$ cat src/rtl/seg7_scan_ctrl_if.sv
// Display-side bundle for seg7_scan_ctrl.
//   value      : 16-bit hex value, nibble i shown on digit i
//   dp_in      : per-digit decimal-point request, active-high
//   digit_en   : per-digit enable, 0 = digit dark
//   seg        : segments {a..g}, seg[6] = a, active-high
//   dp         : decimal point, active-high
//   line       : digit select, active-low, line[i] selects digit i
//   frame_done : one-cycle pulse at the end of each 4-digit frame
// master = value source / display observer, slave = the scan controller.
interface seg7_scan_ctrl_if;
  logic [15:0] value;
  logic [3:0]  dp_in;
  logic [3:0]  digit_en;
  logic [6:0]  seg;
  logic        dp;
  logic [3:0]  line;
  logic        frame_done;

  modport master (
    output value, dp_in, digit_en,
    input  seg, dp, line, frame_done
  );

  modport slave (
    input  value, dp_in, digit_en,
    output seg, dp, line, frame_done
  );
endinterface

$ cat src/rtl/seg7_scan_ctrl.sv
// Time-multiplexed scan controller for a 4-digit 7-segment display.
// Each digit gets BLANK_CYC cycles with all lines off followed by CLK_DIV
// cycles of drive. The displayed value, decimal points and enables are
// captured into shadow registers once per frame so a frame never mixes
// two values.
// Ports:
//   clk   : system clock
//   rst_n : asynchronous active-low reset, blanks outputs immediately
//   bus   : seg7_scan_ctrl_if.slave (value/dp_in/digit_en in,
//           seg/dp/line/frame_done out, all outputs registered)
// Build option: define SEG7_LZ_BLANK_EN to suppress leading zeros on
// digits 3..1 (digit 0 is never suppressed).
module seg7_scan_ctrl #(
  parameter int unsigned CLK_DIV   = 50000,
  parameter int unsigned BLANK_CYC = 16
) (
  input  logic             clk,
  input  logic             rst_n,
  seg7_scan_ctrl_if.slave  bus
);

  localparam int unsigned CntMax = (CLK_DIV > BLANK_CYC) ? CLK_DIV : BLANK_CYC;
  localparam int unsigned CntW   = (CntMax > 1) ? $clog2(CntMax) : 1;
  localparam logic [CntW-1:0] DriveLast = CntW'(CLK_DIV - 1);
  localparam logic [CntW-1:0] BlankLast = CntW'(BLANK_CYC - 1);

  typedef enum logic [0:0] {StBlank, StDrive} state_e;

  state_e         state_q, state_d;
  logic [1:0]     idx_q, idx_d;
  logic [CntW-1:0] cnt_q, cnt_d;
  logic [15:0]    shadow_val_q, shadow_val_d;
  logic [3:0]     shadow_dp_q, shadow_dp_d;
  logic [3:0]     shadow_en_q, shadow_en_d;
  logic [6:0]     seg_q, seg_d;
  logic           dp_q, dp_d;
  logic [3:0]     line_q, line_d;
  logic           frame_done_q, frame_done_d;
  logic           capture;
  logic [3:0]     en_eff;
  logic [3:0]     nibble;

  function automatic logic [6:0] decode(input logic [3:0] n);
    unique case (n)
      4'h0: decode = 7'h7E;
      4'h1: decode = 7'h30;
      4'h2: decode = 7'h6D;
      4'h3: decode = 7'h79;
      4'h4: decode = 7'h33;
      4'h5: decode = 7'h5B;
      4'h6: decode = 7'h5F;
      4'h7: decode = 7'h72;
      4'h8: decode = 7'h7F;
      4'h9: decode = 7'h7B;
      4'hA: decode = 7'h77;
      4'hB: decode = 7'h1F;
      4'hC: decode = 7'h4E;
      4'hD: decode = 7'h3D;
      4'hE: decode = 7'h4F;
      4'hF: decode = 7'h47;
      default: decode = 7'h00;
    endcase
  endfunction

  always_comb begin
    state_d      = state_q;
    idx_d        = idx_q;
    cnt_d        = cnt_q + CntW'(1);
    frame_done_d = 1'b0;

    // Frame-coherent capture at the very first cycle of digit 0's blank slot.
    capture      = (state_q == StBlank) && (idx_q == 2'd0) && (cnt_q == '0);
    shadow_val_d = capture ? bus.value    : shadow_val_q;
    shadow_dp_d  = capture ? bus.dp_in    : shadow_dp_q;
    shadow_en_d  = capture ? bus.digit_en : shadow_en_q;

    unique case (state_q)
      StBlank: begin
        if (cnt_q == BlankLast) begin
          state_d = StDrive;
          cnt_d   = '0;
        end
      end
      StDrive: begin
        if (cnt_q == DriveLast) begin
          state_d      = StBlank;
          cnt_d        = '0;
          idx_d        = idx_q + 2'd1;
          frame_done_d = (idx_q == 2'd3);
        end
      end
      default: begin
        state_d = StBlank;
        cnt_d   = '0;
      end
    endcase

`ifdef SEG7_LZ_BLANK_EN
    // Digit i is dark when nibbles i..3 are all zero.
    en_eff = shadow_en_d & {|shadow_val_d[15:12], |shadow_val_d[15:8],
                            |shadow_val_d[15:4], 1'b1};
`else
    en_eff = shadow_en_d;
`endif

    // Outputs follow the next state so they change on the same edge as the FSM;
    // the shadow next-state is used so BLANK_CYC=1 still shows the new capture.
    nibble = shadow_val_d[{idx_d, 2'b00} +: 4];
    seg_d  = 7'h00;
    dp_d   = 1'b0;
    line_d = 4'b1111;
    if ((state_d == StDrive) && en_eff[idx_d]) begin
      seg_d  = decode(nibble);
      dp_d   = shadow_dp_d[idx_d];
      line_d = ~(4'b0001 << idx_d);
    end
  end

  always_ff @(posedge clk or negedge rst_n) begin
    if (!rst_n) begin
      state_q      <= StBlank;
      idx_q        <= 2'd0;
      cnt_q        <= '0;
      shadow_val_q <= 16'h0000;
      shadow_dp_q  <= 4'h0;
      shadow_en_q  <= 4'h0;
      seg_q        <= 7'h00;
      dp_q         <= 1'b0;
      line_q       <= 4'b1111;
      frame_done_q <= 1'b0;
    end else begin
      state_q      <= state_d;
      idx_q        <= idx_d;
      cnt_q        <= cnt_d;
      shadow_val_q <= shadow_val_d;
      shadow_dp_q  <= shadow_dp_d;
      shadow_en_q  <= shadow_en_d;
      seg_q        <= seg_d;
      dp_q         <= dp_d;
      line_q       <= line_d;
      frame_done_q <= frame_done_d;
    end
  end

  assign bus.seg        = seg_q;
  assign bus.dp         = dp_q;
  assign bus.line       = line_q;
  assign bus.frame_done = frame_done_q;

endmodule

$ cat src/flat_wrapper.sv
// flat-port wrapper written by rule: the top's interface ports become plain ports
module seg7_scan_ctrl_flat 
#(
  parameter int unsigned CLK_DIV   = 50000,
  parameter int unsigned BLANK_CYC = 16
)
  (clk, rst_n, bus_value, bus_dp_in, bus_digit_en, bus_seg, bus_dp, bus_line, bus_frame_done);
  seg7_scan_ctrl_if bus_i ();
  input  logic clk;
  input  logic rst_n;
  input wire logic [$bits(bus_i.value)-1:0] bus_value;
  input wire logic [$bits(bus_i.dp_in)-1:0] bus_dp_in;
  input wire logic [$bits(bus_i.digit_en)-1:0] bus_digit_en;
  output wire logic [$bits(bus_i.seg)-1:0] bus_seg;
  output wire logic [$bits(bus_i.dp)-1:0] bus_dp;
  output wire logic [$bits(bus_i.line)-1:0] bus_line;
  output wire logic [$bits(bus_i.frame_done)-1:0] bus_frame_done;
  assign bus_i.value = bus_value;
  assign bus_i.dp_in = bus_dp_in;
  assign bus_i.digit_en = bus_digit_en;
  assign bus_seg = bus_i.seg;
  assign bus_dp = bus_i.dp;
  assign bus_line = bus_i.line;
  assign bus_frame_done = bus_i.frame_done;
  seg7_scan_ctrl #(.CLK_DIV(CLK_DIV), .BLANK_CYC(BLANK_CYC)) u_core (.clk(clk), .rst_n(rst_n), .bus(bus_i));
endmodule
$ cat config.mk
export PLATFORM = sky130hd
export DESIGN_NAME = seg7_scan_ctrl_flat
export DESIGN_NICKNAME = d
export VERILOG_FILES = /design/src/rtl/seg7_scan_ctrl_if.sv /design/src/rtl/seg7_scan_ctrl.sv /design/src/flat_wrapper.sv
export SDC_FILE = /design/constraint.sdc
export NUM_CORES = 1
export LEC_CHECK = 0
export BUFFER_PORTS_ARGS = -buffer_cell sky130_fd_sc_hd__buf_2
export CORE_ASPECT_RATIO = 1.4
export CORE_MARGIN = 5
export CORE_UTILIZATION = 35
export DETAILED_ROUTE_END_ITERATION = 6
export PLACE_DENSITY_LB_ADDON = 0.1
export SETUP_SLACK_MARGIN = 0.15
export SYNTH_ARGS = -nofsm -noshare
export SYNTH_HDL_FRONTEND = slang
export SYNTH_SLANG_ARGS = --single-unit
$ cat constraint.sdc
create_clock -name clk -period 3.9 [get_ports clk]
set_clock_uncertainty 0.05 [all_clocks]
set_input_delay 0.585 -clock clk [delete_from_list [all_inputs] [get_ports clk]]
set_output_delay 0.585 -clock clk [all_outputs]
set_load 0.03 [all_outputs]
# == Word level (Yosys, flattened, before mapping) ==
# Memories as Yosys holds them, arrays and structs flattened.
# Index checks and enable logic that the tools add are counted.
# classes
mux,20
n_bitwise,2
magnitude_cmp,1
reduce_logical,5
add_sub_neg,2
n_shift,2
n_eq_ne,3
# ops
cell,count
$mux W16,3
$pmux W16 S2,1
$add A16 B1 Y16 const B,1
$eq A16 B16 Y1 const B,1
$eq A16 B4 Y1 const B,1
$logic_not A16 Y1,1
$shiftx A16 B5 Y4,1
$mux W4,3
$mux W1,7
$mux W7,1
$bmux W1 S2,2
$mux W2,2
$not A4 Y4,1
$shl A1 B2 Y4 const A,1
$logic_and A1 B1 Y1,3
$lt A2 B3 Y1 const B,1
$add A2 B1 Y2 const B,1
$eq A2 B2 Y1 const B,1
$logic_not A2 Y1,1
$pmux W1 S2,1
$not A1 Y1,1
# totals
out_inout_bits,13
in_bits,26
wordCells,46
reg_bits,56
n_memories,1
mem_bits_ro,112
# mem_list
name,words,word_bits,read_ports,rd_clocked_by_memory_dff,write_ports,line,text
(name not given),16,7,1,0,0,seg7_scan_ctrl.sv:44,unique case (n)

# == Logic depth before layout (Yosys ltp) ==
# Gate-level depths: netlist of run 1.
# logic_depth
word_depth,8
mapped_depth,16
mapped_depth_nobuf,13

# == Worst setup path after synthesis of run 1 ==
# No wires, ideal clock.
# synth_timing
kind,reg2reg
start,register u_core.cnt_q[9]
end,register u_core.seg_q[6] (netlist: u_core.bus.seg[6])
period_less_slack_ns,3.232
setup_time_ns,0.078
n_path_buf,2
t_required_ns,3.772
slack_ns,0.668
path_stages_with_launch,13
arrival_ns,3.104
cell_sequence,dfrtp_1 or4_1 or3_4 nor2_4 buf_6 buf_6 mux2_2 mux2i_1 mux2i_1 inv_1 ha_1 or3_1 a21oi_1
# synth_via
elab_cells_between_ends,17
classes_between,eq/ne (2); shift (1); mux (10); reduce/logical (3); memory (1)
# synth_lines
item,line,text
from (decl),seg7_scan_ctrl.sv:31,"logic [CntW-1:0] cnt_q, cnt_d;"
from (signal assigned),seg7_scan_ctrl.sv:134,cnt_q <= cnt_d;
$logic_not A16 Y1,seg7_scan_ctrl.sv:72,capture = (state_q == StBlank) && (idx_q == 2'd0) && (cnt_q == '0);
$logic_and A1 B1 Y1,seg7_scan_ctrl.sv:72,
$mux W16,seg7_scan_ctrl.sv:73,shadow_val_d = capture ? bus.value : shadow_val_q;
named net u_core.shadow_val_d[9],seg7_scan_ctrl.sv:32,"logic [15:0] shadow_val_q, shadow_val_d;"
$shiftx A16 B5 Y4,seg7_scan_ctrl.sv:108,"nibble = shadow_val_d[{idx_d, 2'b00} +: 4];"
$mem_v2 Z16 W7,-,
$mux W7,seg7_scan_ctrl.sv:112,if ((state_d == StDrive) && en_eff[idx_d]) begin
named net u_core.seg_d[6],seg7_scan_ctrl.sv:35,"logic [6:0] seg_q, seg_d;"
to (signal assigned),seg7_scan_ctrl.sv:138,seg_q <= seg_d;
to (decl),seg7_scan_ctrl.sv:35,
# The timed path passes the listed nets, and every way through them passes these cells. The select of a mux whose other input is x is not followed.

# == Worst setup path in the final report of run 1 ==
# layout_timing
start,register u_core.cnt_q[0]
end,register u_core.seg_q[6] (netlist: u_core.bus.seg[6])
# layout_via
elab_chain_cells,7
elab_cells_between_ends,17
classes_between,eq/ne (2); shift (1); mux (10); reduce/logical (3); memory (1)
# layout_rtl
item,line,text
$eq A16 B16 Y1 (*),seg7_scan_ctrl.sv:85,if (cnt_q == DriveLast) begin
$mux W2 (*),seg7_scan_ctrl.sv:85,
$mux W2 (*),seg7_scan_ctrl.sv:77,unique case (state_q)
named net u_core.idx_d[1],seg7_scan_ctrl.sv:30,"logic [1:0] idx_q, idx_d;"
branches (longest 3 deep; another with $mem_v2 Z16 W7),-,
$mux W7 (*),seg7_scan_ctrl.sv:112,
named net u_core.seg_d[6],seg7_scan_ctrl.sv:35,
# Mark *: on every way through the listed nets, which the timed path passes. The select of a mux whose other input is x is not followed.

==> results.sh, run 1 <==
export IMPL_synthFlopType="dfrtp_1"
export IMPL_htree_num_levels=2
export IMPL_grtUsageMet3=0.0238
export IMPL_required_ns=4.08
export IMPL_syn_area_um2=2730
export IMPL_crit_fanout=8
export IMPL_die_width_um=84.6
export IMPL_syn_nets=266
export IMPL_start_util=0.356
export IMPL_grt_remaining_overflow=0
export IMPL_met2_usage=0.236
export IMPL_clock_latency_ns=0.30
export IMPL_routabilityCongestion=0.784
export IMPL_finalCriticalPeriod_ns=3.40
export IMPL_drive_above_1_share=0.317
export IMPL_grt_busiest_layer="met2"
export IMPL_syn_inst=231
export IMPL_cp_slowest_cell="or4_1"
export IMPL_wirelength_um=5540
export IMPL_dr_pass1_iters=4
export IMPL_synth_edf_count=0
export IMPL_final_util=0.414
export IMPL_crit_path_cell_trace="ha_1, and3_1, nand3_2, or4_1, nand2_2, nand2_4, mux2i_1, inv_1, ha_1, or3_1, a21oi_1"
export IMPL_cts_buffers=5
export IMPL_clockBufferDepth=2
export IMPL_powerDensity_nw_per_um2=350
export IMPL_p_leak_nw=1.51
export IMPL_drt_iter0_drc=70
export IMPL_syn2layout_area_growth_pct=16.3
export IMPL_viasPerCell=4.71
export IMPL_slowest_delay_ns=0.70
export IMPL_wire_per_inst_um=14.6
export IMPL_holdWs_ns=0.353
export IMPL_drc=0
export IMPL_dp_hpwl_um=4190
export IMPL_syn_avg_cell_area_um2=11.8
export IMPL_grt_max_degree=57
export IMPL_crit_type="reg -> reg"
export IMPL_rsz0062_at_grt="no"
export IMPL_async_flop_share=1.00
export IMPL_tightest_slew_ns=0.717
export IMPL_synth_warnings=0
export IMPL_antenna_found_initial=0
export IMPL_fin_setup_tns_ns=0
export IMPL_crit_top_cell="ha_1"
export IMPL_grt_pass1_wl_um=9590
export IMPL_grt_use_total=0.126
export IMPL_chipHeight_um=114
export IMPL_dieArea_um2=9680
export IMPL_yosysSeqAreaShare=0.516
export IMPL_cap_violations=0
export IMPL_ir_drop_mv=0.204
export IMPL_yosys_cell_types_count=39
export IMPL_cts_tree="built"
export IMPL_max_slew_margin=0.519
export IMPL_clkSinkCount=56
export IMPL_hold_path_class="in -> async"
export IMPL_clk_pin_slew_worst_paths_ns=0.10
export IMPL_grt_pass1_vias=1999
export IMPL_num_antenna_cells=0
export IMPL_final_period_utilization=0.873
export IMPL_io_pins=39
export IMPL_ys_ff_latch=56
export IMPL_vias=1781
export IMPL_finalMaxSlewViolations=0
export IMPL_arrival_ns=3.59
export IMPL_final_setup_viol_count=0
export IMPL_hold_viol=0
export IMPL_startpoint_type="flip-flop"
export IMPL_portBuffers=38
export IMPL_route_antenna_remaining_nets=0
export IMPL_core_um2=7650
export IMPL_grt_use_met1=0.140
export IMPL_outcome="completed"
export IMPL_timing_fmax_ghz=0.294
export IMPL_cp_end_kind="flip-flop"
export IMPL_power_w=0.00111
export IMPL_finalNetCount=312
export IMPL_cts_root_buffer="clkbuf_8"
export IMPL_rows=38
## stage by stage
step | setup slack [ns] | area [um2] | instances
global route | 0.266 | 3170 | 378
floorplan | 0.668 | 2730 | 231
detailed placement | 0.342 | 3030 | 369
finish | 0.496 | 3170 | 378
CTS | 0.340 | 3160 | 377
global placement | 0.324 | 3030 | 369
## cell type report
type | instances | area [um2]
clock inverters | 1 | 30.0
fillers | 737 | 4490
flip-flops and latches | 56 | 1410
clock buffers | 7 | 96.3
well taps | 100 | 125
inverters | 13 | 48.8
multi-input cells | 155 | 1210
repair buffers | 46 | 250
## power breakdown
| group | switching [W] | internal (W) | total (W) |
|---|---|---|---|
| sequential | 0.00000460 | 0.000600 | 0.000604 |
| clock | 0.000182 | 0.000227 | 0.000409 |
| combinational | 0.0000589 | 0.0000366 | 0.0000955 |
## timing repair
action / 4_1_cts / 5_1_grt
gates resized for setup: 0 / 0
hold buffers: 0 / 0
setup endpoints to repair: 0 / 1
setup buffers: 0 / 1
## Yosys cell counts, types with 6 or more instances
cell / n / area [um2]
nor3_1: 7 / 35.0
xor2_1: 9 / 78.8
mux2_2: 20 / 225
nand3_1: 12 / 60.1
inv_1: 13 / 48.8
xnor2_1: 6 / 52.6
nor2_1: 18 / 67.6
mux2i_1: 16 / 160
nand2_1: 11 / 41.3
dfrtp_1: 52 / 1300
ha_1: 9 / 113
## logic make-up (layout without fill, tap and decap cells)
group,after synthesis,after routing,synth area share
simple gates,69,69,0.144
flops,56,56,0.516
mux,38,38,0.150
compound gates,24,24,0.0615
buf+inv,20,67,0.0395
xor+xnor,15,15,0.0482
fa+ha+maj,9,9,0.0413
## cell usage in the layout (no fill, tap or decap), types with 9 or more instances in the layout
cell / count
dfrtp_1: 52
nand3_1: 12
ha_1: 9
nand2_1: 11
nor2_1: 18
mux2i_1: 16
inv_1: 13
xor2_1: 9
buf_2: 38
mux2_2: 20
## metal layers
| layer | part of all wire | wire length (um) | vias up |
|---|---|---|---|
| met5 | 0 | 0 | - |
| met3 | 0.028 | 157 | 5 |
| met2 | 0.55 | 3060 | 19 |
| met4 | 0.013 | 70 | 0 |
| met1 | 0.41 | 2250 | 872 |
| li1 | - | - | 885 |
## worst paths after layout
path | start | to | slack (ns) | depth (start not counted)
worst min-delay path | rst_n | u_core.cnt_q[11] | 0.35 | 2
min in group clk | u_core.shadow_val_q[14] | u_core.shadow_val_q[14] | 0.45 | 1
worst min register to register | u_core.shadow_val_q[14] | u_core.shadow_val_q[14] | 0.45 | 1
max in group asynchronous | rst_n | u_core.bus.seg[4] | 2.96 | 2
worst max-delay path | u_core.cnt_q[0] | u_core.bus.seg[6] | 0.50 | 11
worst max register to register | u_core.cnt_q[0] | u_core.bus.seg[6] | 0.50 | 11
## worst max-delay path: cells and delay by family, from the launching register on
kind | cells | cell delay, ns
compound gates | 1 | 0.14
fa+ha+maj | 2 | 0.46
buf+inv | 1 | 0.15
flops | 1 | 0.41
mux | 1 | 0.37
simple gates | 6 | 1.75
## registers in the layout, summed over array words and instances (netlist names)
name,flops
u_core.bus.seg,7
u_core.shadow_en_q,4
u_core.bus.dp,1
u_core.shadow_val_q,16
u_core.idx_q,2
u_core.cnt_q,16
u_core.state_q,1
u_core.bus.frame_done,1
u_core.bus.line,4
u_core.shadow_dp_q,4
No activity file was read; power rests on OpenSTA's default activity.
==> run 2, diff against run 1 <==
==> constraint.sdc (replaced) <==
create_clock -name clk -period 3.2 [get_ports clk]
set_clock_uncertainty 0.05 [all_clocks]
set_input_delay 0.48 -clock clk [delete_from_list [all_inputs] [get_ports clk]]
set_output_delay 0.48 -clock clk [all_outputs]
set_load 0.03 [all_outputs]
==> results.sh, run 2 (synthesized netlist as in run 1, its figures left out) <==
export IMPL_clock_latency_ns=0.30
export IMPL_max_slew_margin=0.585
export IMPL_grt_use_total=0.125
export IMPL_cts_root_buffer="clkbuf_8"
export IMPL_hold_path_class="in -> async"
export IMPL_drc=0
export IMPL_finalNetCount=323
export IMPL_routabilityCongestion=0.819
export IMPL_r2r_slack_ns=0.06
export IMPL_ir_drop_mv=0.193
export IMPL_fin_cells=388
export IMPL_viasPerCell=4.80
export IMPL_finalCriticalPeriod_ns=3.14
export IMPL_cp_end_kind="flip-flop"
export IMPL_register_area_um2=1410
export IMPL_p_comb_frac=0.106
export IMPL_timing_fmax_ghz=0.319
export IMPL_dr_pass1_iters=4
export IMPL_clk_pin_slew_worst_paths_ns=0.10
export IMPL_htree_num_levels=2
export IMPL_rsz0062_at_grt="yes"
export IMPL_grt_pass1_wl_um=9630
export IMPL_wire_per_inst_um=14.7
export IMPL_cap_violations=0
export IMPL_io_pins=39
export IMPL_die_width_um=84.6
export IMPL_grt_pass1_vias=2005
export IMPL_clkPwrFrac=0.302
export IMPL_dp_hpwl_um=4260
export IMPL_start_util=0.356
export IMPL_chipHeight_um=114
export IMPL_p_leak_nw=1.58
export IMPL_grt_remaining_overflow=0
export IMPL_core_um2=7650
export IMPL_layout_common_cells="52 x dfrtp_1, 38 x buf_2, 18 x nor2_1"
export IMPL_drt_iter0_drc=57
export IMPL_placed_cells=379
export IMPL_holdWs_ns=0.0102
export IMPL_nFillCells=726
export IMPL_rows=38
export IMPL_route_antenna_remaining_nets=0
export IMPL_clkSinkCount=56
export IMPL_multi_input_area_um2=1320
export IMPL_intPower_w=0.000934
export IMPL_clockBufferDepth=2
export IMPL_finalMaxSlewViolations=0
export IMPL_syn2layout_area_growth_pct=22.5
export IMPL_vias=1863
export IMPL_portBuffers=38
export IMPL_power_w=0.00124
export IMPL_p_sw_w=0.000309
export IMPL_powerDensity_nw_per_um2=372
export IMPL_wirelength_um=5700
export IMPL_cts_tree="built"
export IMPL_num_antenna_cells=0
export IMPL_required_ns=3.39
export IMPL_crit_fanout=17
export IMPL_hold_viol=0
export IMPL_outcome="completed"
export IMPL_final_setup_viol_count=0
export IMPL_antenna_found_initial=0
export IMPL_crit_type="reg -> reg"
export IMPL_arrival_ns=3.33
export IMPL_drive_above_1_share=0.396
export IMPL_layout_commonest_cell="dfrtp_1"
export IMPL_grt_max_degree=27
export IMPL_seqPwrFrac=0.592
export IMPL_startpoint_type="flip-flop"
export IMPL_tightest_slew_ns=0.619
export IMPL_dieArea_um2=9680
export IMPL_switching_share=0.248
export IMPL_final_period_utilization=0.981
export IMPL_cts_buffers=5
## run 2: worst paths after layout
path / startpoint / endpoint / cells past startpoint
worst max register to register: u_core.cnt_q[15] / u_core.bus.seg[6] / 11
worst min register to register: u_core.cnt_q[0] / u_core.cnt_q[0] / 1
min in group clk: bus_value[5] / u_core.shadow_val_q[5] / 2
worst min-delay path: rst_n / u_core.shadow_val_q[7] / 1
worst max-delay path: u_core.cnt_q[15] / u_core.bus.seg[6] / 11
max in group asynchronous: rst_n / u_core.bus.seg[1] / 2
## run 2: through the flow
step | TNS, ns | area (um2) | worst slack, ns | utilization
final | 0 | 3340 | 0.0604 | 0.436
after global routing | -0.267 | 3340 | -0.0815 | 0.436
after CTS | 0 | 3310 | 0.0374 | 0.432
after detailed placement | 0 | 3190 | 0.0104 | 0.416
after global placement | 0 | 3190 | 0.0389 | 0.416
after floorplan | 0 | 2780 | 0.0894 | -
## run 2: power by group through the flow
stage          logic (W)  clock network (W)  registers (W)
6_report        0.000132           0.000375       0.000736
4_1_cts         0.000132           0.000403       0.000737
5_1_grt         0.000147           0.000434       0.000740
2_1_floorplan  0.0000555                  0       0.000767
3_5_place_dp    0.000127                  0       0.000750
3_3_place_gp    0.000127                  0       0.000751
## run 2: final cells by class
| type | instances | share of cell area |
|---|---|---|
| Sequential cell | 56 | 0.421 |
| Multi-Input combinational cell | 155 | 0.395 |
| Timing Repair Buffer | 57 | 0.107 |
| Tap cell | 100 | 0.0375 |
| Clock buffer | 5 | 0.0206 |
| Inverter | 13 | 0.0146 |
| Clock inverter | 2 | 0.00375 |
## run 2: worst max-delay path, cell delays in order (launching register included)
cell and delay [ns]:
dfrtp_1 0.39, or4_4 0.54, or3_4 0.40, nor2_4 0.11, buf_12 0.18, mux2_4 0.32, mux2i_2 0.17, mux2i_2 0.10
buf_4 0.16, ha_4 0.17, or3_1 0.37, a21oi_2 0.13
## run 2: timing repair
action | in CTS | in global routing
pin swaps | 1 | 0
endpoints found under the setup margin | 7 | 8
setup buffers | 1 | 1
gates cloned | 0 | 0
hold buffers | 0 | 0
gates resized for setup | 10 | 5
## run 2: layer usage
metal / share of wire / GRT usage / up-vias / wire [um]
li1: - / - / 914 / -
met1: 0.44 / 0.155 / 919 / 2500
met2: 0.52 / 0.215 / 23 / 2950
met3: 0.023 / 0.0245 / 7 / 131
met4: 0.021 / 0.0475 / 0 / 119
met5: 0 / 0 / - / 0
